$ cat config.mk
export PLATFORM = sky130hd
export DESIGN_NAME = byte_stream_packer_flat
export DESIGN_NICKNAME = d
export VERILOG_FILES = /design/src/rtl/byte_stream_packer_pkg.sv /design/src/rtl/byte_stream_packer_if.sv /design/src/rtl/byte_stream_packer_out_slot.sv /design/src/rtl/byte_stream_packer.sv /design/src/flat_wrapper.sv
export SDC_FILE = /design/constraint.sdc
export NUM_CORES = 1
export LEC_CHECK = 0
export BUFFER_PORTS_ARGS = -buffer_cell sky130_fd_sc_hd__buf_4
export CELL_PAD_IN_SITES_DETAIL_PLACEMENT = 0
export CELL_PAD_IN_SITES_GLOBAL_PLACEMENT = 1
export CORE_MARGIN = 4
export CORE_UTILIZATION = 35
export DETAILED_ROUTE_END_ITERATION = 8
export PLACE_DENSITY = 0.72
export SLEW_MARGIN = 10
export SYNTH_ARGS = -nofsm -noshare
export SYNTH_HDL_FRONTEND = slang
export SYNTH_SLANG_ARGS = --single-unit
$ cat constraint.sdc
create_clock -name clk -period 4.7 [get_ports clk]
set_input_delay 0.235 -clock clk [delete_from_list [all_inputs] [get_ports clk]]
set_output_delay 0.235 -clock clk [all_outputs]
set_load 0.01 [all_outputs]
$ cat src/rtl/byte_stream_packer_pkg.sv
// Shared types and helpers for the byte stream packer.
// Holds the accumulator state enum, count width and lane mapping.
package byte_stream_packer_pkg;

    typedef enum logic {
        COLLECT = 1'b0,
        PENDING = 1'b1
    } state_t;

    // Bits needed to hold a count of 0..size.
    function automatic int count_width(input int size);
        return $clog2(size + 1);
    endfunction

    // Lane written by the k-th beat of a word.
    function automatic int lane_index(
        input int k,
        input int size,
        input bit msb_first
    );
        return msb_first ? (size - 1 - k) : k;
    endfunction

endpackage

$ cat src/rtl/byte_stream_packer_if.sv
// Handshake bundle of the byte stream packer.
// master: beat source and word sink; slave: the packer itself.
interface byte_stream_packer_if #(
    parameter int WIDTH = 8,
    parameter int SIZE  = 8,
    parameter int CNT_W = byte_stream_packer_pkg::count_width(SIZE)
);

    logic [WIDTH-1:0]      in_data;
    logic                  in_valid;
    logic                  in_last;
    logic                  in_ready;
    logic [WIDTH*SIZE-1:0] out_data;
    logic [CNT_W-1:0]      out_count;
    logic                  out_last;
    logic                  out_valid;
    logic                  out_ready;

    modport master (
        output in_data, in_valid, in_last, out_ready,
        input  in_ready, out_data, out_count, out_last, out_valid
    );

    modport slave (
        input  in_data, in_valid, in_last, out_ready,
        output in_ready, out_data, out_count, out_last, out_valid
    );

endinterface

$ cat src/rtl/byte_stream_packer_out_slot.sv
// One-word output register with valid/ready: load, hold, clear.
// Ports: clk, rst_n, clr, load + ld_* word, ready in; valid, data, count, last, free out.
module packer_out_slot #(
    parameter int DW = 64,
    parameter int CW = 4
) (
    input  logic          clk,
    input  logic          rst_n,
    input  logic          clr,
    input  logic          load,
    input  logic [DW-1:0] ld_data,
    input  logic [CW-1:0] ld_count,
    input  logic          ld_last,
    input  logic          ready,
    output logic          valid,
    output logic [DW-1:0] data,
    output logic [CW-1:0] count,
    output logic          last,
    output logic          free
);

    // The slot can take a new word when empty or being drained.
    assign free = !valid || ready;

    always_ff @(posedge clk or negedge rst_n) begin
        if (!rst_n) begin
            valid <= 1'b0;
            data  <= '0;
            count <= '0;
            last  <= 1'b0;
        end else if (clr) begin
            valid <= 1'b0;
        end else if (load) begin
            valid <= 1'b1;
            data  <= ld_data;
            count <= ld_count;
            last  <= ld_last;
        end else if (ready) begin
            valid <= 1'b0;
        end
    end

endmodule

$ cat src/rtl/byte_stream_packer.sv
// Packs WIDTH-bit beats into WIDTH*SIZE-bit words, valid/ready both sides.
// Ports: clk, rst_n, clr plain; bus (slave) carries in_* beats and out_* words.
module byte_stream_packer
    import byte_stream_packer_pkg::*;
#(
    parameter int WIDTH     = 8,
    parameter int SIZE      = 8,
    parameter bit MSB_FIRST = 1'b0,
    parameter int CNT_W     = count_width(SIZE)
) (
    input logic                 clk,
    input logic                 rst_n,
    input logic                 clr,
    byte_stream_packer_if.slave bus
);

    localparam int DW = WIDTH * SIZE;

    state_t           state;
    logic [DW-1:0]    acc;
    logic [CNT_W-1:0] cnt;
    logic             acc_last;

    logic             accept;
    logic             done;
    logic             slot_free;
    logic [DW-1:0]    acc_wr;
    logic [CNT_W-1:0] cnt_inc;

    logic             ld;
    logic [DW-1:0]    ld_data;
    logic [CNT_W-1:0] ld_count;
    logic             ld_last;

    logic             o_valid;
    logic [DW-1:0]    o_data;
    logic [CNT_W-1:0] o_count;
    logic             o_last;

    assign bus.in_ready = rst_n && !clr && (state == COLLECT);
    assign accept       = bus.in_valid && bus.in_ready;
    assign cnt_inc      = cnt + CNT_W'(1);
    assign done         = accept &&
                          (bus.in_last || cnt == CNT_W'(SIZE - 1));

    // Accumulator with the incoming beat merged into its lane.
    always_comb begin
        acc_wr = acc;
        for (int i = 0; i < SIZE; i++) begin
            if (lane_index(int'(cnt), SIZE, MSB_FIRST) == i)
                acc_wr[i*WIDTH +: WIDTH] = bus.in_data;
        end
    end

    // A completing beat bypasses the accumulator straight into the
    // slot when it is free; a parked word goes out from PENDING.
    always_comb begin
        ld       = 1'b0;
        ld_data  = acc_wr;
        ld_count = cnt_inc;
        ld_last  = bus.in_last;
        if (!clr) begin
            if (state == PENDING) begin
                ld       = slot_free;
                ld_data  = acc;
                ld_count = cnt;
                ld_last  = acc_last;
            end else begin
                ld = done && slot_free;
            end
        end
    end

    always_ff @(posedge clk or negedge rst_n) begin
        if (!rst_n) begin
            state    <= COLLECT;
            acc      <= '0;
            cnt      <= '0;
            acc_last <= 1'b0;
        end else if (clr) begin
            state    <= COLLECT;
            acc      <= '0;
            cnt      <= '0;
            acc_last <= 1'b0;
        end else begin
            unique case (state)
                COLLECT: begin
                    if (accept) begin
                        if (done && slot_free) begin
                            acc      <= '0;
                            cnt      <= '0;
                            acc_last <= 1'b0;
                        end else begin
                            acc      <= acc_wr;
                            cnt      <= cnt_inc;
                            acc_last <= bus.in_last;
                            if (done)
                                state <= PENDING;
                        end
                    end
                end
                PENDING: begin
                    if (slot_free) begin
                        state    <= COLLECT;
                        acc      <= '0;
                        cnt      <= '0;
                        acc_last <= 1'b0;
                    end
                end
                default: state <= COLLECT;
            endcase
        end
    end

    packer_out_slot #(
        .DW (DW),
        .CW (CNT_W)
    ) u_slot (
        .clk      (clk),
        .rst_n    (rst_n),
        .clr      (clr),
        .load     (ld),
        .ld_data  (ld_data),
        .ld_count (ld_count),
        .ld_last  (ld_last),
        .ready    (bus.out_ready),
        .valid    (o_valid),
        .data     (o_data),
        .count    (o_count),
        .last     (o_last),
        .free     (slot_free)
    );

    assign bus.out_valid = o_valid;
    assign bus.out_data  = o_data;
    assign bus.out_count = o_count;
    assign bus.out_last  = o_last;

endmodule

$ cat src/flat_wrapper.sv
// flat-port wrapper written by rule: the top's interface ports become plain ports
module byte_stream_packer_flat import byte_stream_packer_pkg::*;
#(
    parameter int WIDTH     = 8,
    parameter int SIZE      = 8,
    parameter bit MSB_FIRST = 1'b0,
    parameter int CNT_W     = count_width(SIZE)
)
  (clk, rst_n, clr, bus_in_data, bus_in_valid, bus_in_last, bus_out_ready, bus_in_ready, bus_out_data, bus_out_count, bus_out_last, bus_out_valid);
  byte_stream_packer_if #(.WIDTH(WIDTH), .SIZE(SIZE), .CNT_W(CNT_W)) bus_i ();
  input logic clk;
  input logic rst_n;
  input logic clr;
  input wire logic [$bits(bus_i.in_data)-1:0] bus_in_data;
  input wire logic [$bits(bus_i.in_valid)-1:0] bus_in_valid;
  input wire logic [$bits(bus_i.in_last)-1:0] bus_in_last;
  input wire logic [$bits(bus_i.out_ready)-1:0] bus_out_ready;
  output wire logic [$bits(bus_i.in_ready)-1:0] bus_in_ready;
  output wire logic [$bits(bus_i.out_data)-1:0] bus_out_data;
  output wire logic [$bits(bus_i.out_count)-1:0] bus_out_count;
  output wire logic [$bits(bus_i.out_last)-1:0] bus_out_last;
  output wire logic [$bits(bus_i.out_valid)-1:0] bus_out_valid;
  assign bus_i.in_data = bus_in_data;
  assign bus_i.in_valid = bus_in_valid;
  assign bus_i.in_last = bus_in_last;
  assign bus_i.out_ready = bus_out_ready;
  assign bus_in_ready = bus_i.in_ready;
  assign bus_out_data = bus_i.out_data;
  assign bus_out_count = bus_i.out_count;
  assign bus_out_last = bus_i.out_last;
  assign bus_out_valid = bus_i.out_valid;
  byte_stream_packer #(.WIDTH(WIDTH), .SIZE(SIZE), .MSB_FIRST(MSB_FIRST), .CNT_W(CNT_W)) u_core (.clk(clk), .rst_n(rst_n), .clr(clr), .bus(bus_i));
endmodule
### Yosys cells after proc, flatten, opt, wreduce, memory -nomap -nowiden

Cells that the tools add are included.

| storage, ports and cells | value |
|---|---|
| register bits | 140 |
| latch bits | 0 |
| RAM bits | 0 |
| bits in read-only memories | 0 |
| input bits | 14 |
| output and inout port bits | 71 |
| word-level logic and storage cells | 71 |
| memories kept | 0 |

| cells by class | value |
|---|---|
| add/sub/neg operators | 1 |
| multipliers | 0 |
| divide/modulo/power cells | 0 |
| magnitude comparators | 0 |
| equality and inequality tests | 10 |
| shift-type cells | 0 |
| multiplexer cells | 37 |
| bitwise gates (word level) | 2 |
| reduce and logical (&&, ||, !) cells | 13 |

Operators by type and width:

| kind | count |
|---|---|
| 2-to-1 mux 64 bit | 5 |
| case mux 64 bit (2 select lines) | 1 |
| 2-to-1 mux 8 bit | 8 |
| 2-to-1 mux 4 bit | 5 |
| == test 4 bit, second input constant | 4 |
| 2-to-1 mux 1 bit | 15 |
| == test 4 x 3 -> 1 bit, second input constant | 3 |
| case mux 4 bit (2 select lines) | 1 |
| logical AND 1 bit | 5 |
| adder 4 x 1 -> 4 bit, second input constant | 1 |
| == test 4 x 2 -> 1 bit, second input constant | 1 |
| logical NOT 4 bit | 1 |
| case mux 1 bit (2 select lines) | 2 |
| AND reduction 2 bit | 2 |
| inequality test 3 x 2 -> 1 bit, second input constant | 1 |
| inequality test 3 bit, second input constant | 1 |
| nonzero test 3 bit | 1 |
| logical NOT 1 bit | 2 |
| logical OR 1 bit | 2 |
| inverter 1 bit | 2 |

### Longest topological paths before layout

| logic depth | value |
|---|---|
| word-level depth | 10 |
| gate-level depth with buffers | 7 |
| mapped depth without buffers | 6 |

### By module

Synthesis repeated with hierarchy kept, for this count alone.

| second synthesis, totals | value |
|---|---|
| cell total of the unflattened synthesis | 458 |
| area total of the unflattened synthesis | 6528.8 sq um |

Modules (own cells, without submodules):

| module | instances | cells an instance | area each (sq um) | sequential area each (sq um) |
|---|---|---|---|---|
| byte_stream_packer | 1 | 307 | 3871.2 | 1751.7 |
| packer_out_slot | 1 | 151 | 2657.5 | 1751.7 |

### Worst setup path before layout

OpenSTA, ideal clock, no wires.

| timing | value |
|---|---|
| kind | flip-flop to flip-flop |
| start point | register u_core.cnt[0] |
| end point | register u_core.u_slot.data[41] |
| library setup time | 0.126 ns |
| arrival time | 1.633 ns |
| required time | 4.574 ns |
| path slack | 2.941 ns |
| cell stages (with the launch flop) | 7 |
| buffers on the path | 2 |
| clock period less this slack | 1.759 ns |
| cell sequence | dfrtp_1 ha_1 nand3b_4 a2111oi_4 buf_2 buf_2 a21oi_1 |

| between the ends | value |
|---|---|
| word-level cells in the longest chain between the ends | 7 |
| elaborated cells on any way between the ends | 10 |
| those cells by class | 2 x eq/ne; 4 x mux; 4 x reduce/logical |

RTL lines:

| item | RTL line | text |
|---|---|---|
| start: declaration | byte_stream_packer.sv:21 | `logic [CNT_W-1:0] cnt;` |
| start signal: assignment | byte_stream_packer.sv:95 | `cnt <= cnt_inc;` |
| == test 4 x 3 -> 1 bit | byte_stream_packer.sv:44 | `(bus.in_last \|\| cnt == CNT_W'(SIZE - 1));` |
| logical OR 1 bit | byte_stream_packer.sv:44 |  |
| logical AND 1 bit | byte_stream_packer.sv:43 | `assign done = accept &&` |
| logical AND 1 bit | byte_stream_packer.sv:69 | `ld = done && slot_free;` |
| 2-to-1 mux 1 bit | byte_stream_packer.sv:63 | `if (state == PENDING) begin` |
| 2-to-1 mux 1 bit | byte_stream_packer.sv:62 | `if (!clr) begin` |
| AND reduction 2 bit (no line) | n/a |  |
| end signal: assignment | byte_stream_packer_out_slot.sv:35 | `data <= ld_data;` |
| end: declaration | byte_stream_packer_out_slot.sv:16 | `output logic [DW-1:0] data,` |

Parallel ways exist; a longest one is shown, timed or not.
A chain may end at the register's enable or synchronous reset.

### Final worst setup path

| timing | value |
|---|---|
| start point | input port rst_n |
| end point | register u_core.u_slot.data[36] |

| between the ends | value |
|---|---|
| word-level cells in the longest chain between the ends | 8 |

RTL lines:

| item | RTL line | text |
|---|---|---|
| start: declaration | flat_wrapper.sv:12 | `input logic rst_n;` |
| logical AND 1 bit (2 in series) | byte_stream_packer.sv:40 | `assign bus.in_ready = rst_n && !clr && (state == COLLECT);` |
| logical AND 1 bit | byte_stream_packer.sv:41 | `assign accept = bus.in_valid && bus.in_ready;` |
| logical AND 1 bit | byte_stream_packer.sv:43 |  |
| logical AND 1 bit | byte_stream_packer.sv:69 |  |
| 2-to-1 mux 1 bit | byte_stream_packer.sv:63 |  |
| 2-to-1 mux 1 bit | byte_stream_packer.sv:62 |  |
| AND reduction 2 bit (no line) | n/a |  |

No other way between the ends.

==> flow_summary.ini <==
[layout]
drive_above_1_share_pct = 22.9
final_area_mm2 = 0.00752
nFillCells = 1618
diodes = 0
final_cell_mix = 140 x dfrtp_1, 87 x buf_4, 76 x a21oi_1
layout_commonest_cell = dfrtp_1
nNetsFinal = 617
syn_to_final_growth_pct = 22.3

[route]
wl_per_cell_um = 17.8
drc_errors = 0
drtIter0Drc = 218
vias = 4361
ant_nets = 0
via_per_inst = 5.22
drtPass1Iterations = 4
wl_um = 14900

[synth]
ys_async_sr_fraction_pct = 100
yosys.cell_types.count = 39
synth_edf_count = 0
synth_nets = 545
syn_area_per_cell_um2 = 11.7
synth_area_mm2 = 0.00614
synth_ff_type = dfrtp_1
ys_seq_area_share_pct = 57.0
synth_seq_cells = 140
synth_cells = 527
synth_warnings = 0

[worst_setup_path]
worstPathCellList = dlygate4sd3_1, buf_6, a21oi_1, a2111oi_4, buf_4, nor2_1, a21oi_1
cpMostUsedCell = a21oi_1
cp.required_ns = 5.04
cp.arrival_ns = 2.98
startpoint_type = input port
slowest_stage = buf_6
cp_max_fo = 97
slowest_delay_ns = 0.64
critPathKind = input port to register
worst_setup_path_end_kind = register

[clocking]
path_clk_slew_ns = 0.06
cts.sinks = 140
cts_tree = done
clkLatencyLatePin_ns = 0.42
h-tree-depth = 4
clk_path_buf_depth = 2
cts_buffers = 17
cts-root-buf = clkbuf_16
post-cts-setup-buffer-count = 0

[sta]
skew_ns = 0.00903
rsz0062_at_grt = no
slew_headroom_pct = 41.5
clock.fmax_mhz = 378
finalHoldViolCount = 0
fin_setup_tns_ns = 0
min_period_ns = 2.64
setup_viol = 0
period_share_pct = 56.3
worst_slew_pin_slew_ns = 0.877
slew_violations = 0

[placement]
gp_congestion = 0.824
placed_cell_area_mm2 = 0.00690
hpwl_um = 9640
io_buffers = 84

[floorplanning]
initial_utilization_pct = 35.6
rows = 48
core-area_mm2 = 0.0172
ios = 85
die_w_um = 140
die_h_um = 140
die_area_mm2 = 0.0197

[pwr]
power.density_mw_per_mm2 = 442
seqPwrFrac_pct = 42.7
power_switching_uw = 828
leakage_uw = 0.00334
power_frac_comb_pct = 15.6
ir_drop_mv = 0.247
intPower_uw = 2490
total_power_uw = 3320
clkPwrFrac_pct = 41.7
switching_share_pct = 24.9

[status]
status = complete, no violations

[global_route]
grt_usage_pct = 15.8
grt_pass1_wl_um = 24700
grt_antenna_before_repair = 0
grt_pass1_vias = 4416
grt-ovfl-total = 0
grt_start_max_net_pins = 98

[min_path]
hp-class = input port to register

[job]
maxCapViolations = 0
cells by family (layout without fill, tap and decap cells):
group           count (synthesis)  after routing  share of synthesized area (%)
compound gates                158            158                           18.0
xor+xnor                        3              3                          0.428
fa+ha+maj                       4              4                          0.815
buf+inv                        39            123                           3.30
flops                         140            140                           57.0
mux                            67             67                           10.9
simple gates                  116            116                           9.45
state kept, by name, indices dropped and copies added (netlist names):
name and cells:
u_core.acc 64, u_core.u_slot.data 64, u_core.cnt 4, u_core.u_slot.count 4
u_core.acc_last 1, u_core.state 1, u_core.u_slot.last 1, u_core.u_slot.valid 1
area by class of cell:
class / instances / area, µm² / area share (%)
Inverter: 3 / 11.3 / 0.150
Sequential cell: 140 / 3500 / 46.6
Tap cell: 225 / 282 / 3.75
Multi-Input combinational cell: 348 / 2440 / 32.4
Timing Repair Buffer: 89 / 674 / 8.97
Clock buffer: 23 / 468 / 6.23
Clock inverter: 8 / 140 / 1.86
synthesized netlist by cell type, types with 4 or more instances:
| master | count | area, µm² |
|---|---|---|
| dfrtp_1 | 140 | 3500 |
| a21oi_1 | 76 | 380 |
| nor2_1 | 74 | 278 |
| mux2i_1 | 66 | 661 |
| a22o_1 | 64 | 561 |
| buf_2 | 13 | 65.1 |
| buf_4 | 10 | 75.1 |
| clkbuf_1 | 10 | 37.5 |
| nor3_2 | 9 | 90.1 |
| a31o_2 | 7 | 61.3 |
| nand2_1 | 7 | 26.3 |
| and2_1 | 4 | 25.0 |
| ha_1 | 4 | 50.1 |
| nor2_2 | 4 | 25.0 |
metrics by stage:
step	hold slack [ns]	std cells	utilization, %	setup slack, ns
global route	0.0756	836	43.6	1.77
global placement	0.364	804	40.0	2.28
CTS	0.0516	836	43.6	2.08
detailed placement	0.377	804	40.0	2.21
finish	0.0751	836	43.6	2.06
floorplan	-0.0606	527	-	2.94
layer usage:
layer	vias up	GRT usage [%]	wire (µm)	part of all wire, %
met5	-	0	0	0
met4	0	5.35	235	1.6
met3	17	4.47	880	5.9
met2	122	23.0	6710	45
met1	2165	22.7	7100	48
li1	2057	-	-	-
power by group through the flow:
stage | sequential (µW) | clock (µW) | combinational, µW
detailed placement | 1440 | 0 | 528
global route | 1430 | 1470 | 574
global placement | 1440 | 0 | 520
floorplan | 1490 | 0 | 176
CTS | 1420 | 1410 | 532
finish | 1420 | 1390 | 519
worst max-delay path, delay by kind of cell:
family          cells  cell delay, ns
compound gates      3            0.76
buf+inv             3            1.74
simple gates        1            0.11
worst paths after layout:
kind | startpoint | to | slack, ns | cells past startpoint
max in group asynchronous | rst_n | u_core.u_slot.data[49] | 3.04 | 3
min in group asynchronous | rst_n | u_core.u_slot.data[29] | 0.47 | 2
setup reg to reg | u_core.state | u_core.u_slot.data[36] | 2.26 | 5
hold reg to reg | u_core.acc[10] | u_core.acc[10] | 0.49 | 1
setup / recovery | rst_n | u_core.u_slot.data[36] | 2.06 | 7
hold / removal | clr | u_core.acc_last | 0.08 | 2
repair_timing:
| action | in CTS | in global routing |
|---|---|---|
| resized for setup | 0 | 0 |
| endpoints found under the hold margin | 91 | 0 |
| hold buffers | 1 | 0 |
No activity file was read; power rests on OpenSTA's default activity.
